$ cat src/rtl/muldiv_sequencer_if.sv
// Control bundle between the main control unit and the mult/div sequencer.
// Purely combinational wiring, no latency.
// No backpressure: requests made while the sequencer is busy are dropped.
interface muldiv_sequencer_if;
  logic       start;
  logic       op;
  logic       b_is_zero;
  logic       abort;
  logic [1:0] multControl;
  logic [1:0] divControl;
  logic       himultControl;
  logic       lomultControl;
  logic       hidivControl;
  logic       lodivControl;
  logic       busy;
  logic       done;
  logic       div0;

  // Control-unit side: issues requests, observes the datapath controls.
  modport master (
    output start, op, b_is_zero, abort,
    input  multControl, divControl, himultControl, lomultControl,
    input  hidivControl, lodivControl, busy, done, div0
  );

  // Sequencer side.
  modport slave (
    input  start, op, b_is_zero, abort,
    output multControl, divControl, himultControl, lomultControl,
    output hidivControl, lodivControl, busy, done, div0
  );
endinterface

$ cat src/rtl/muldiv_sequencer.sv
// Moore sequencer driving an iterative multiply/divide datapath: INIT, CYCLES steps, HI/LO write, done.
// Latency: CYCLES+4 cycles from accepted start back to idle; divide-by-zero returns after 2 cycles.
// No backpressure: start is only honoured in IDLE without abort; abort returns to IDLE on the next edge.
module muldiv_sequencer #(
  parameter int CYCLES = 32
) (
  input  logic                 clk,
  input  logic                 reset,
  muldiv_sequencer_if.slave    bus
);

  typedef enum logic [2:0] {
    S_IDLE  = 3'd0,
    S_INIT  = 3'd1,
    S_STEP  = 3'd2,
    S_WRITE = 3'd3,
    S_DONE  = 3'd4,
    S_ZERO  = 3'd5
  } state_t;

  // Last counter value seen in STEP; leaving on this value gives exactly CYCLES steps.
  localparam logic [5:0] LAST_STEP = 6'(CYCLES - 1);

  state_t     state_q, state_d;
  logic [5:0] cnt_q, cnt_d;
  logic       op_q, op_d;

  // State, iteration counter and latched operation, synchronously reset.
  always_ff @(posedge clk) begin
    if (reset) begin
      state_q <= S_IDLE;
      cnt_q   <= 6'd0;
      op_q    <= 1'b0;
    end else begin
      state_q <= state_d;
      cnt_q   <= cnt_d;
      op_q    <= op_d;
    end
  end

  // Next-state logic; abort overrides any progress outside IDLE.
  always_comb begin
    state_d = state_q;
    cnt_d   = cnt_q;
    op_d    = op_q;
    unique case (state_q)
      S_IDLE: begin
        if (bus.start && !bus.abort) begin
          op_d    = bus.op;
          state_d = (bus.op && bus.b_is_zero) ? S_ZERO : S_INIT;
        end
      end
      S_INIT: begin
        cnt_d   = 6'd0;
        state_d = S_STEP;
      end
      S_STEP: begin
        // CYCLES <= 63 keeps this below the 6-bit wrap point.
        cnt_d = cnt_q + 6'd1;
        if (cnt_q == LAST_STEP) state_d = S_WRITE;
      end
      S_WRITE: state_d = S_DONE;
      S_DONE:  state_d = S_IDLE;
      S_ZERO:  state_d = S_IDLE;
      default: state_d = S_IDLE;
    endcase
    if (bus.abort && (state_q != S_IDLE)) state_d = S_IDLE;
  end

  // Moore output decode: only the unit named by op_q ever sees a non-idle code.
  logic [1:0] unit_ctl;
  logic       hilo_we;

  assign unit_ctl = (state_q == S_INIT) ? 2'b01 :
                    (state_q == S_STEP) ? 2'b10 : 2'b00;
  assign hilo_we  = (state_q == S_WRITE);

  assign bus.multControl   = op_q ? 2'b00 : unit_ctl;
  assign bus.divControl    = op_q ? unit_ctl : 2'b00;
  assign bus.himultControl = hilo_we && !op_q;
  assign bus.lomultControl = hilo_we && !op_q;
  assign bus.hidivControl  = hilo_we && op_q;
  assign bus.lodivControl  = hilo_we && op_q;
  assign bus.busy          = (state_q != S_IDLE);
  assign bus.done          = (state_q == S_DONE);
  assign bus.div0          = (state_q == S_ZERO);

endmodule

$ cat src/flat_wrapper.sv
// flat-port wrapper written by rule: the top's interface ports become plain ports
module muldiv_sequencer_flat 
#(
  parameter int CYCLES = 32
)
  (clk, reset, bus_start, bus_op, bus_b_is_zero, bus_abort, bus_multControl, bus_divControl, bus_himultControl, bus_lomultControl, bus_hidivControl, bus_lodivControl, bus_busy, bus_done, bus_div0);
  muldiv_sequencer_if bus_i ();
  input  logic clk;
  input  logic reset;
  input wire logic [$bits(bus_i.start)-1:0] bus_start;
  input wire logic [$bits(bus_i.op)-1:0] bus_op;
  input wire logic [$bits(bus_i.b_is_zero)-1:0] bus_b_is_zero;
  input wire logic [$bits(bus_i.abort)-1:0] bus_abort;
  output wire logic [$bits(bus_i.multControl)-1:0] bus_multControl;
  output wire logic [$bits(bus_i.divControl)-1:0] bus_divControl;
  output wire logic [$bits(bus_i.himultControl)-1:0] bus_himultControl;
  output wire logic [$bits(bus_i.lomultControl)-1:0] bus_lomultControl;
  output wire logic [$bits(bus_i.hidivControl)-1:0] bus_hidivControl;
  output wire logic [$bits(bus_i.lodivControl)-1:0] bus_lodivControl;
  output wire logic [$bits(bus_i.busy)-1:0] bus_busy;
  output wire logic [$bits(bus_i.done)-1:0] bus_done;
  output wire logic [$bits(bus_i.div0)-1:0] bus_div0;
  assign bus_i.start = bus_start;
  assign bus_i.op = bus_op;
  assign bus_i.b_is_zero = bus_b_is_zero;
  assign bus_i.abort = bus_abort;
  assign bus_multControl = bus_i.multControl;
  assign bus_divControl = bus_i.divControl;
  assign bus_himultControl = bus_i.himultControl;
  assign bus_lomultControl = bus_i.lomultControl;
  assign bus_hidivControl = bus_i.hidivControl;
  assign bus_lodivControl = bus_i.lodivControl;
  assign bus_busy = bus_i.busy;
  assign bus_done = bus_i.done;
  assign bus_div0 = bus_i.div0;
  muldiv_sequencer #(.CYCLES(CYCLES)) u_core (.clk(clk), .reset(reset), .bus(bus_i));
endmodule
$ cat config.mk
export PLATFORM = sky130hd
export DESIGN_NAME = muldiv_sequencer_flat
export DESIGN_NICKNAME = d
export VERILOG_FILES = /design/src/rtl/muldiv_sequencer_if.sv /design/src/rtl/muldiv_sequencer.sv /design/src/flat_wrapper.sv
export SDC_FILE = /design/constraint.sdc
export NUM_CORES = 1
export LEC_CHECK = 0
export ABC_AREA = 1
export CORE_MARGIN = 5
export CORE_UTILIZATION = 34
export DETAILED_ROUTE_END_ITERATION = 8
export MAX_ROUTING_LAYER = met4
export SYNTH_ARGS = -nofsm -noshare
export SYNTH_HDL_FRONTEND = slang
export SYNTH_SLANG_ARGS = --single-unit
$ cat constraint.sdc
create_clock -name clk -period 1.3 [get_ports clk]
set_clock_uncertainty 0.1 [all_clocks]
set_input_delay 0.195 -clock clk [delete_from_list [all_inputs] [get_ports clk]]
set_output_delay 0.195 -clock clk [all_outputs]
set_load 0.1 [all_outputs]
After elaboration in Yosys (flattened, before gate mapping)
Cells that the tools add are included.
- register bits after elaboration: 10
- output and inout bits: 11
- word-level logic and storage cells: 34
- bits of input ports: 6
- add/subtract/negate cells: 1
- reductions and logical operators: 13
- muxes and demuxes: 9
- equality and inequality tests: 8
- operators with widths (kind ; number):
    3-bit one-hot mux with 4 select lines ; 1
    6-bit one-hot mux with 2 select lines ; 1
    3-bit two-way mux ; 3
    2-bit two-way mux ; 4
    6-bit by 1-bit adder with 6-bit output (second input constant) ; 1
    3-bit by 2-bit == test with 1-bit output (second input constant) ; 2
    3-bit == test (second input constant) ; 2
    6-bit by 5-bit == test with 1-bit output (second input constant) ; 1
    1-bit logical AND ; 5
    2-bit by 1-bit inequality test with 1-bit output (second input constant) ; 2
    2-bit AND reduction ; 2
    3-bit by 1-bit == test with 1-bit output (second input constant) ; 1
    3-bit logical NOT ; 1
    3-bit nonzero test ; 1
    1-bit logical NOT ; 2
    2-bit nonzero test ; 1
    2-bit OR reduction ; 1

Longest topological paths before layout
- word-level depth: 4
- depth in mapped cells: 7
- gate-level depth less buffers: 7

Worst setup path after synthesis
OpenSTA, ideal clock, no wires.
- path kind: reg-to-output
- start point: register u_core.state_q[0]
- end point: output port bus_div0
- stages on the path, launching flop included: 3
- setup slack: -1519 ps
- required time: 1005 ps
- arrival time: 2524 ps
- buffers on the path: 0
- path through: dfxtp_1 inv_1 nor3_1
- cells in the longest elaborated chain, start to end: 1
- ends and longest elaborated chain (element ; line ; text):
    from (decl) ; muldiv_sequencer.sv:24 ; state_t state_q, state_d;
    from (signal assigned) ; muldiv_sequencer.sv:35 ; state_q <= state_d;
    3-bit == test ; muldiv_sequencer.sv:86 ; assign bus.div0 = (state_q == S_ZERO);
    to (decl) ; flat_wrapper.sv:22 ; output wire logic [$bits(bus_i.div0)-1:0] bus_div0;
No other way between the ends.

Final worst setup path
- start point: register u_core.state_q[1]
- end point: output port bus_div0
Same word-level chain as after synthesis.

==> summary.txt <==
Timing
  • Final-report hold violation count: 0
  • Setup tns final: -1.66 ns
  • Final setup vio count: 12
  • Slew headroom: 82.4%
  • Tcrit/Tclk final: 114%
  • RSZ-0062 raised after global routing: true
  • Min cycle time layout: 1.48 ns
  • PnR worst setup slack: -0.176 ns
  • Max Fclk: 677 MHz
  • Fin. max-slew vios: 0
  • Worst slew pin tran: 0.264 ns

Clock network
  • Clock Latency Late Sink: 0.27 ns
  • Clock Sinks: 10
  • H-tree depth: 1
  • Max Buffers Root-to-Sink: 2
  • Clock transition at the registers of the reported paths: 0.06 ns
  • CTS Buf Count: 3
  • Root Driver: clkbuf_4
  • CTS tree: built

Setup path
  • Reg2reg end: u_core.state_q[2]
  • Worst path required time: 1.00 ns
  • Reg2reg start: u_core.state_q[0]
  • Crit. Startpoint: u_core.state_q[1]
  • Setup slack, reg-to-reg: -0.05 ns
  • Crit end category: output port
  • Worst setup SP type: flip-flop
  • Worst endpoint data arrival time: 1.18 ns
  • CP max FO: 5
  • CP Class: reg2out
  • Reg2Reg Depth: 6

Yosys
  • Number of synthesized flops with an enable pin: 0
  • Netlist Area Pre-Place: 573 µm²
  • Post-synth ARST share: 0%
  • Register area share after synthesis: 34.9%
  • Mapped Avg Cell Area: 6.37 µm²
  • Flops & latches, synth: 10
  • Yosys warns: 0
  • Cell variety after synth: 18
  • Syn Nets: 97
  • Synth Instances: 90
  • Leading area contributor after synthesis: dfxtp_1
  • Synth Flop Type: dfxtp_1
  • Yosys top cell area share: 34.9%
  • Top post-synthesis cells by area: dfxtp_1 35%, nand2_1 14%, nor2_1 12%

Global route
  • Antenna violations before repair: 0
  • Number of global-route vias before repair: 593
  • Tot GR Track Use: 13.4%
  • Global route overflow: 0
  • Maximum number of pins on one net before global-route repair: 8
  • First-pass GRT wire length: 2.55 mm

Finish
  • Most used cells in the layout excluding fill and tap cells: 21 x nand2_1, 11 x nor2_1, 11 x buf_12
  • Commonest non-fill, non-tap cell in the layout: nand2_1
  • Fin area: 1160 µm²
  • Util after Layout: 74.7%
  • Number of antenna repair diodes: 0
  • Final nets: 131
  • Fillers: 116
  • Layout cell share with drive strength beyond 1: 48.8%
  • Area delta synth->final: 103%
  • Non-filler cells, final: 139

Power and ir drop
  • Sequential share of power: 19.3%
  • Combinational fraction of design power: 71.9%
  • Pwr Density: 2200 nW/µm²
  • Sw Share: 51.3%
  • Power, Total: 0.00256 W
  • Clock power share: 8.8%
  • Worst vdd ir: 1.87 mV
  • LEAKAGE: 0.448 nW
  • Pint: 0.00125 W
  • NetSw: 0.00131 W

Place
  • Hpwl dp: 1.14 mm
  • Cell Area, Placed: 1010 µm²
  • Gp weighted congestion: 0.743
  • IO Port Bufs: 16
  • Placed Cells: 128

Drt
  • Drt via density: 4.80
  • Routed Antenna Nets: 0
  • Avg WL per Cell: 11.1 µm
  • DRT iter0 DRCs: 15
  • Final wirelength: 1.55 mm
  • DRC: 0
  • Detailed Routing Iterations Pass 1: 4
  • Via count: 667

Outcome
  • Failing checks: setup timing
  • Run status: finished with violations

Worst hold path
  • Min-delay src: reset
  • Hold path depth: 2
  • Min-Delay Path Class: in2reg
  • Hold endpoint: u_core.cnt_q[1]

Die
  • Die area: 2610 µm²
  • CORE AREA: 1560 µm²
  • Die width: 51.1 µm
  • Die Ht: 51.1 µm
  • Rows: 14
  • Initial core utilization: 36.8%
  • IO Pins: 17

Job
  • Max Cap Viol: 0
-- what timing repair did --
item	CTS	global route
cloned	0	0
setup endpoints to repair	11	16
buffers inserted	3	5
gates resized for setup	9	10
hold buffers	0	0
pin swaps	4	7
-- metal layers --
metal  vias to the layer above  GRT usage (%)  wire [µm]
met5                         -              -          0
met4                         0           5.38         19
met3                         4           5.23         90
met2                        17           20.4        760
met1                       295           15.9        679
li1                        351              -          -
-- sequential cells by signal (all words and copies together), names as in the netlist --
signal / flops
u_core.op_q: 1
u_core.state_q: 3
u_core.cnt_q: 6
-- cell usage after synthesis (2+ instances only) --
cell     count
nor3_1       3
a21oi_1      3
inv_1        8
a21oi_2      2
buf_4        2
dfxtp_1     10
inv_2        3
o21ai_1      3
o21ai_0      2
nand3_1      4
nor2_2       3
nand2_1     22
nor2_1      18
nand2_2      3
-- kinds of logic after synthesis --
| logic type | Yosys count | synth area share [%] |
|---|---|---|
| AOI/OAI and AO/OA | 10 | 10.0 |
| buffers and inverters | 13 | 9.82 |
| and+or+nand+nor | 56 | 43.0 |
| adders and majority gates | 1 | 2.18 |
| DFF | 10 | 34.9 |
-- critical path: stages, from the launching register on --
cell	delay, ns
dfxtp_4	0.38
buf_6	0.13
nor3_4	0.20
buf_12	0.20
-- area by class of cell --
type	instances	area (µm²)	area share [%]
Multi-Input combinational cell	67	447	38.3
Timing Repair Buffer	31	405	34.8
Sequential cell	10	215	18.5
Inverter	11	51.3	4.40
Clock buffer	4	26.3	2.26
Tap cell	16	20.0	1.72
-- through the flow --
| step | setup slack [ns] | hold WS [ns] |
|---|---|---|
| after floorplan | -0.318 | 0.164 |
| after global placement | 0.0357 | 0.398 |
| after detailed placement | -0.00247 | 0.415 |
| after CTS | -0.204 | 0.379 |
| after global routing | -0.229 | 0.383 |
| final | -0.176 | 0.387 |
-- worst max path at each step --
stage,end,cells after the start
after floorplan,bus_lodivControl,4
after global placement,u_core.state_q[2],6
after detailed placement,u_core.state_q[2],6
after CTS,bus_multControl[1],4
after global routing,bus_done,3
final,bus_div0,3
-- power by group through the flow --
stage          combinational (W)  sequential, W  clock, W
6_report                 0.00184       0.000493  0.000225
5_1_grt                  0.00194       0.000502  0.000248
4_1_cts                  0.00163       0.000489  0.000236
2_1_floorplan           0.000952       0.000485         0
3_5_place_dp             0.00149       0.000473         0
3_3_place_gp             0.00149       0.000473         0
(Power assumes the default switching activity.)
==> patch 1, RTL diff (same settings) <==
Reset style: asynchronous (`reset`), changed in one clocked block. Comments in the files are not updated.
--- a/src/rtl/muldiv_sequencer.sv
+++ b/src/rtl/muldiv_sequencer.sv
@@ -28,3 +28,3 @@
   // State, iteration counter and latched operation, synchronously reset.
-  always_ff @(posedge clk) begin
+  always_ff @(posedge clk or posedge reset) begin
     if (reset) begin
Formal check against the unedited RTL: differs if reset is asserted again (counterexample within 4 cycles, from zero or initial values and one cycle with reset high); with reset held inactive, the same outputs for 10 cycles.
==> patch 1 against the original RTL <==
The flow still finishes with violations (negative setup slack). Sequential cell count unchanged. Area after synthesis up 15%. Synthesized cell count rose by 1.1%. Register-to-register slack worse by 100 ps. Wire length down 0.39%. Worst setup slack got worse by 110 ps. Cell count increased by 8.6%. Power grew 22%. Final area grew 6.2%. Critical path type unchanged. Largest cell class unchanged. Largest power group unchanged. Highest routed layer unchanged.
==> patch 1: results (changes against the original RTL) <==
| Metric | Value |
|---|---|
| Core area | 1900 um2 (was 1560 um2) |
| Leakage power summed over all cells | 0.553 nW (was 0.448 nW) |
| Clock H-tree levels | 1 (unchanged) |
| First-pass GRT wire length | 2.57 mm (was 2.55 mm) |
| Starting DRT DRC Count | 16 (was 15) |
| Hold Path Class | input pin to asynchronous set/reset pin (was input pin to flip-flop) |
| Proportion of synthesized chip area in sequential cells | 38.0% (was 34.9%) |
| Fillers | 162 (was 116) |
| Share of synthesized flip-flops with an asynchronous set or reset | 100% (was 0%) |
| Worst-case setup slack after placement | -14.2 ps (was -2.47 ps) |
| Post-layout worst setup margin | -284 ps (was -176 ps) |
| Number of global-route vias before repair | 608 (was 593) |
| Run status | complete, but fails checks (unchanged) |
| Setup violators final | 21 (was 12) |
| Detailed-routing wirelength on met1 | 606 um (was 679 um) |
| Routed length on met2 | 826 um (was 760 um) |
| Failing checks | negative setup slack (unchanged) |
| Via count | 685 (was 667) |
| Wire length reported by the detailed router | 1.54 mm (was 1.55 mm) |
| Main synth FF type | sky130_fd_sc_hd__dfrtp_1 (was sky130_fd_sc_hd__dfxtp_1) |
| Reg2Reg Setup Slack | -150 ps (was -50 ps) |
| Data arrival, critical path | 1290 ps (was 1180 ps) |
| Amount of wire on met3 after detailed routing | 95 um (was 90 um) |
| Net count after synthesis | 98 (was 97) |
| Initial antenna violation count | 0 (unchanged) |
| Post-synth top cells | 23 x sky130_fd_sc_hd__nand2_1, 18 x sky130_fd_sc_hd__nor2_1, 10 x sky130_fd_sc_hd__dfrtp_1, 10 x sky130_fd_sc_hd__inv_1, 9 x sky130_fd_sc_hd__nand3_1 (was 22 x sky130_fd_sc_hd__nand2_1, 18 x sky130_fd_sc_hd__nor2_1, 10 x sky130_fd_sc_hd__dfxtp_1) |
| VDD IR max | 1.46 mV (was 1.87 mV) |
| Final RePlAce weighted congestion | 0.867 (was 0.743) |
| Top sig layer | met4 (unchanged) |
| Final HPWL DP | 1.25 mm (was 1.14 mm) |
| Transition time of the tightest slew-check pin | 391 ps (was 264 ps) |
| Proportion of layout cells with a drive suffix above 1 | 49.2% (was 48.8%) |
| Maximum number of pins on one net before global-route repair | 11 (was 8) |
| Total routing usage reported by global routing | 12.8% (was 13.4%) |
| Cells taking the most area after synthesis | sky130_fd_sc_hd__dfrtp_1 38%, sky130_fd_sc_hd__nand2_1 13%, sky130_fd_sc_hd__nor2_1 10% (was sky130_fd_sc_hd__dfxtp_1 35%, sky130_fd_sc_hd__nand2_1 14%, sky130_fd_sc_hd__nor2_1 12%) |
| Post-layout nets | 132 (was 131) |
==> patch 1: changes by cell type in the layout (fill, tap and decap cells not counted), moves of 3 or more <==
cell	change
sky130_fd_sc_hd__nand3_1	+6
sky130_fd_sc_hd__buf_6	-3
sky130_fd_sc_hd__dfxtp_1	-6
sky130_fd_sc_hd__dfxtp_4	-4
sky130_fd_sc_hd__dfrtp_2	+4
sky130_fd_sc_hd__a21oi_1	-3
sky130_fd_sc_hd__dfrtp_1	+6
sky130_fd_sc_hd__inv_1	+3
==> patch 1: critical path, cell delays in order, from the launching register on <==
cell,delay (ps)
sky130_fd_sc_hd__dfrtp_2,480
sky130_fd_sc_hd__nor2_4,150
sky130_fd_sc_hd__nand2_4,90
sky130_fd_sc_hd__nor2_4,130
sky130_fd_sc_hd__buf_12,180
==> patch 1: stage by stage <==
step                setup TNS, ps  area [um2]  cells  hold WS, ps
finish                      -3480        1240    151          104
global route                -4700        1240    151          132
CTS                         -3520        1200    148          106
detailed placement          -33.7        1140    141          394
global placement                0        1140    141          404
floorplan                   -3170         779     91        -65.1
==> patch 1: final cells by class <==
cell class                 count  share of cell area (%)
tap                           27                    2.73
multi-input combinational     67                    36.6
clock buffer                   4                    2.12
timing repair buffer          31                    33.9
inverter                      12                    4.04
sequential                    10                    20.6
==> patch 1: timing repair <==
action,in CTS,in global routing
pin swaps,4,4
hold endpoints to repair,0,0
gates resized for setup,2,6
setup endpoints to repair,14,21
setup buffers,3,3
==> patch 1: cells by family after synthesis <==
kind of cell	share of synthesized area, %
simple gates	43.7
buf+inv	9.51
flops	38.0
compound gates	6.84
fa+ha+maj	1.90
==> patch 1: power breakdown <==
part	internal, mW	switching [mW]	total, mW	leakage, nW
registers	0.411	0.141	0.552	0.127
clock network	0.119	0.105	0.224	0.0150
logic	0.954	1.38	2.34	0.411
==> patch 1: worst paths after layout <==
kind,start,endpoint,cells after the start
min reg2reg,u_core.cnt_q[1],u_core.cnt_q[1],2
max in group asynchronous,reset,u_core.op_q,2
min,reset,u_core.cnt_q[2],2
min in group clk,bus_op,u_core.op_q,3
max,u_core.state_q[0],bus_divControl[1],4
max reg2reg,u_core.state_q[0],u_core.state_q[0],8
==> patch 1: routing by layer <==
metal | global-route usage (%) | vias to the layer above
li1 | - | 349
met1 | 12.4 | 319
met2 | 23.2 | 15
met3 | 4.43 | 2
met4 | 4.98 | 0
met5 | - | -
==> patch 2, RTL diff (config.mk and constraints unchanged) <==
Made on the original files. `CYCLES` is set to 32 in 2 places; all go to 31.
--- a/src/rtl/muldiv_sequencer.sv
+++ b/src/rtl/muldiv_sequencer.sv
@@ -4,3 +4,3 @@
 module muldiv_sequencer #(
-  parameter int CYCLES = 32
+  parameter int CYCLES = 31
 ) (
--- a/src/flat_wrapper.sv
+++ b/src/flat_wrapper.sv
@@ -3,3 +3,3 @@
 #(
-  parameter int CYCLES = 32
+  parameter int CYCLES = 31
 )
Formal check against the unedited RTL: same outputs for any inputs over 10 cycles, from zero or initial values and one cycle with reset high; that may be too few to reach the edited logic, so the function may still have changed.
==> patch 2 against the original RTL <==
The run still ends with negative setup slack left. Sequential share of layout area increased by 0.98 points. Sequential cell count unchanged. Global-route usage is 0.57 points lower. Wire length is 8.6% lower. Worst setup slack gained 17 ps. Synthesized cell count stayed put. Power down 14%. Largest cell class unchanged. Cell count fell by 4.3%. Area after synthesis up 2.2%. Final area is 6.1% lower. Clock power barely moved. Combinational power fell by 20%.
==> patch 2: results (changes against the original RTL) <==
| Metric | Value |
|---|---|
| Leakage power summed over all cells | 0.429 nW (was 0.448 nW) |
| Adder-cell share of the synthesized area | 4.27% (was 2.18%) |
| Clock H-tree levels | 1 (unchanged) |
| Maximum fanout count along the critical path | 5 (unchanged) |
| Routed len/inst | 10.6 um (was 11.1 um) |
| Number of global-route vias before repair | 599 (was 593) |
| Post-layout nets | 125 (was 131) |
| Via count | 641 (was 667) |
| Xor/xnor share of the synthesized area | 1.50% (was 0%) |
| Total routing usage reported by global routing | 12.9% (was 13.4%) |
| Setup violators final | 11 (was 12) |
| Post-layout worst setup margin | -159 ps (was -176 ps) |
| VDD IR max | 1.28 mV (was 1.87 mV) |
| Number of inserted diodes | 0 (unchanged) |
| Netlist cell types | 19 (was 18) |
| Hold Path Class | flip-flop to flip-flop (was input pin to flip-flop) |
| Run status | complete, but fails checks (unchanged) |
| Worst-case setup slack after placement | 10.9 ps (was -2.47 ps) |
| Post-synth top cells | 19 x sky130_fd_sc_hd__nand2_1, 19 x sky130_fd_sc_hd__nor2_1, 10 x sky130_fd_sc_hd__dfxtp_1, 10 x sky130_fd_sc_hd__nand3_1, 9 x sky130_fd_sc_hd__inv_1 (was 22 x sky130_fd_sc_hd__nand2_1, 18 x sky130_fd_sc_hd__nor2_1, 10 x sky130_fd_sc_hd__dfxtp_1) |
| First-pass GRT wire length | 2.52 mm (was 2.55 mm) |
| Cells taking the most area after synthesis | sky130_fd_sc_hd__dfxtp_1 34%, sky130_fd_sc_hd__nand2_1 12%, sky130_fd_sc_hd__nor2_1 12% (was sky130_fd_sc_hd__dfxtp_1 35%, sky130_fd_sc_hd__nand2_1 14%, sky130_fd_sc_hd__nor2_1 12%) |
| Final RePlAce weighted congestion | 0.833 (was 0.743) |
| Net count after synthesis | 98 (was 97) |
| Largest incremental delay on the critical path | 380 ps (about the same) |
| Complex-gate fraction of the synthesized area | 7.48% (was 10.0%) |
| Failing checks | negative setup slack (unchanged) |
| Final HPWL DP | 1.12 mm (was 1.14 mm) |
| Data arrival, critical path | 1160 ps (was 1180 ps) |
| Worst slew margin relative to its limit | 84.9% (was 82.4%) |
| Starting DRT DRC Count | 9 (was 15) |
| Share of synthesized flip-flops with an asynchronous set or reset | 0% (unchanged) |
| Maximum number of pins on one net before global-route repair | 9 (was 8) |
| Proportion of layout cells with a drive suffix above 1 | 41.4% (was 48.8%) |
==> patch 2: changes by cell type in the layout (fill, tap and decap cells not counted), sizes merged, moves of 3 or more <==
| cell | change |
|---|---|
| o21ai | -3 |
| nand2 | -4 |
| buf | -7 |
| nand3 | +6 |
==> patch 2: worst paths after layout <==
kind                         to         startpoint  slack (ps)  cells past startpoint
min             u_core.cnt_q[0]    u_core.cnt_q[0]         430                      2
max          bus_multControl[1]  u_core.state_q[0]        -160                      4
min reg2reg     u_core.cnt_q[0]    u_core.cnt_q[0]         430                      2
max reg2reg     u_core.cnt_q[1]  u_core.state_q[0]          40                      5
==> patch 2: final cells by class <==
cell class | count | area, um2
clock buffer | 4 | 26.3
fill | 137 | 596
inverter | 12 | 60.1
multi-input combinational | 66 | 427
sequential | 10 | 213
tap | 17 | 21.3
timing repair buffer | 24 | 347
==> patch 2: cells by family (layout without fill, tap and decap cells) <==
logic type	Yosys count	after routing
buf+inv	14	40
compound gates	8	8
fa+ha+maj	2	2
xor+xnor	1	1
simple gates	55	55
flops	10	10
==> patch 2: per-layer routing <==
metal | up-vias | track usage [%] | wire (um)
met4 | 0 | 7.86 | 29
met1 | 281 | 13.8 | 561
met5 | - | - | 0
met3 | 4 | 2.87 | 109
met2 | 22 | 21.6 | 715
li1 | 334 | - | -
==> patch 2: worst register-to-register path, cell delays in order, from the launching register on <==
cell and delay (ps):
sky130_fd_sc_hd__dfxtp_4 380, sky130_fd_sc_hd__nor2_4 130, sky130_fd_sc_hd__nand2_4 90, sky130_fd_sc_hd__buf_6 160, sky130_fd_sc_hd__or2_1 220, sky130_fd_sc_hd__a21oi_2 110
==> patch 2: repair_timing <==
item | CTS | global route
endpoints found under the setup margin | 11 | 19
pin swaps | 5 | 1
gates resized for setup | 9 | 5
setup buffers | 4 | 1
==> patch 2: metrics by stage <==
stage	TNS, ps	hold slack [ps]	cells	instance area [um2]	power (mW)
2_1_floorplan	-1760	157	90	699	1.41
3_3_place_gp	0	406	125	981	1.84
3_5_place_dp	0	410	125	981	1.85
4_1_cts	-1960	430	133	1070	2.19
5_1_grt	-2190	454	133	1090	2.33
6_report	-1580	427	133	1090	2.20
==> patch 2: power breakdown <==
| group | internal [mW] | switching, mW | total [mW] |
|---|---|---|---|
| Clock | 0.119 | 0.106 | 0.225 |
| Sequential | 0.377 | 0.117 | 0.494 |
| Combinational | 0.539 | 0.945 | 1.48 |
| Total | 1.03 | 1.17 | 2.20 |
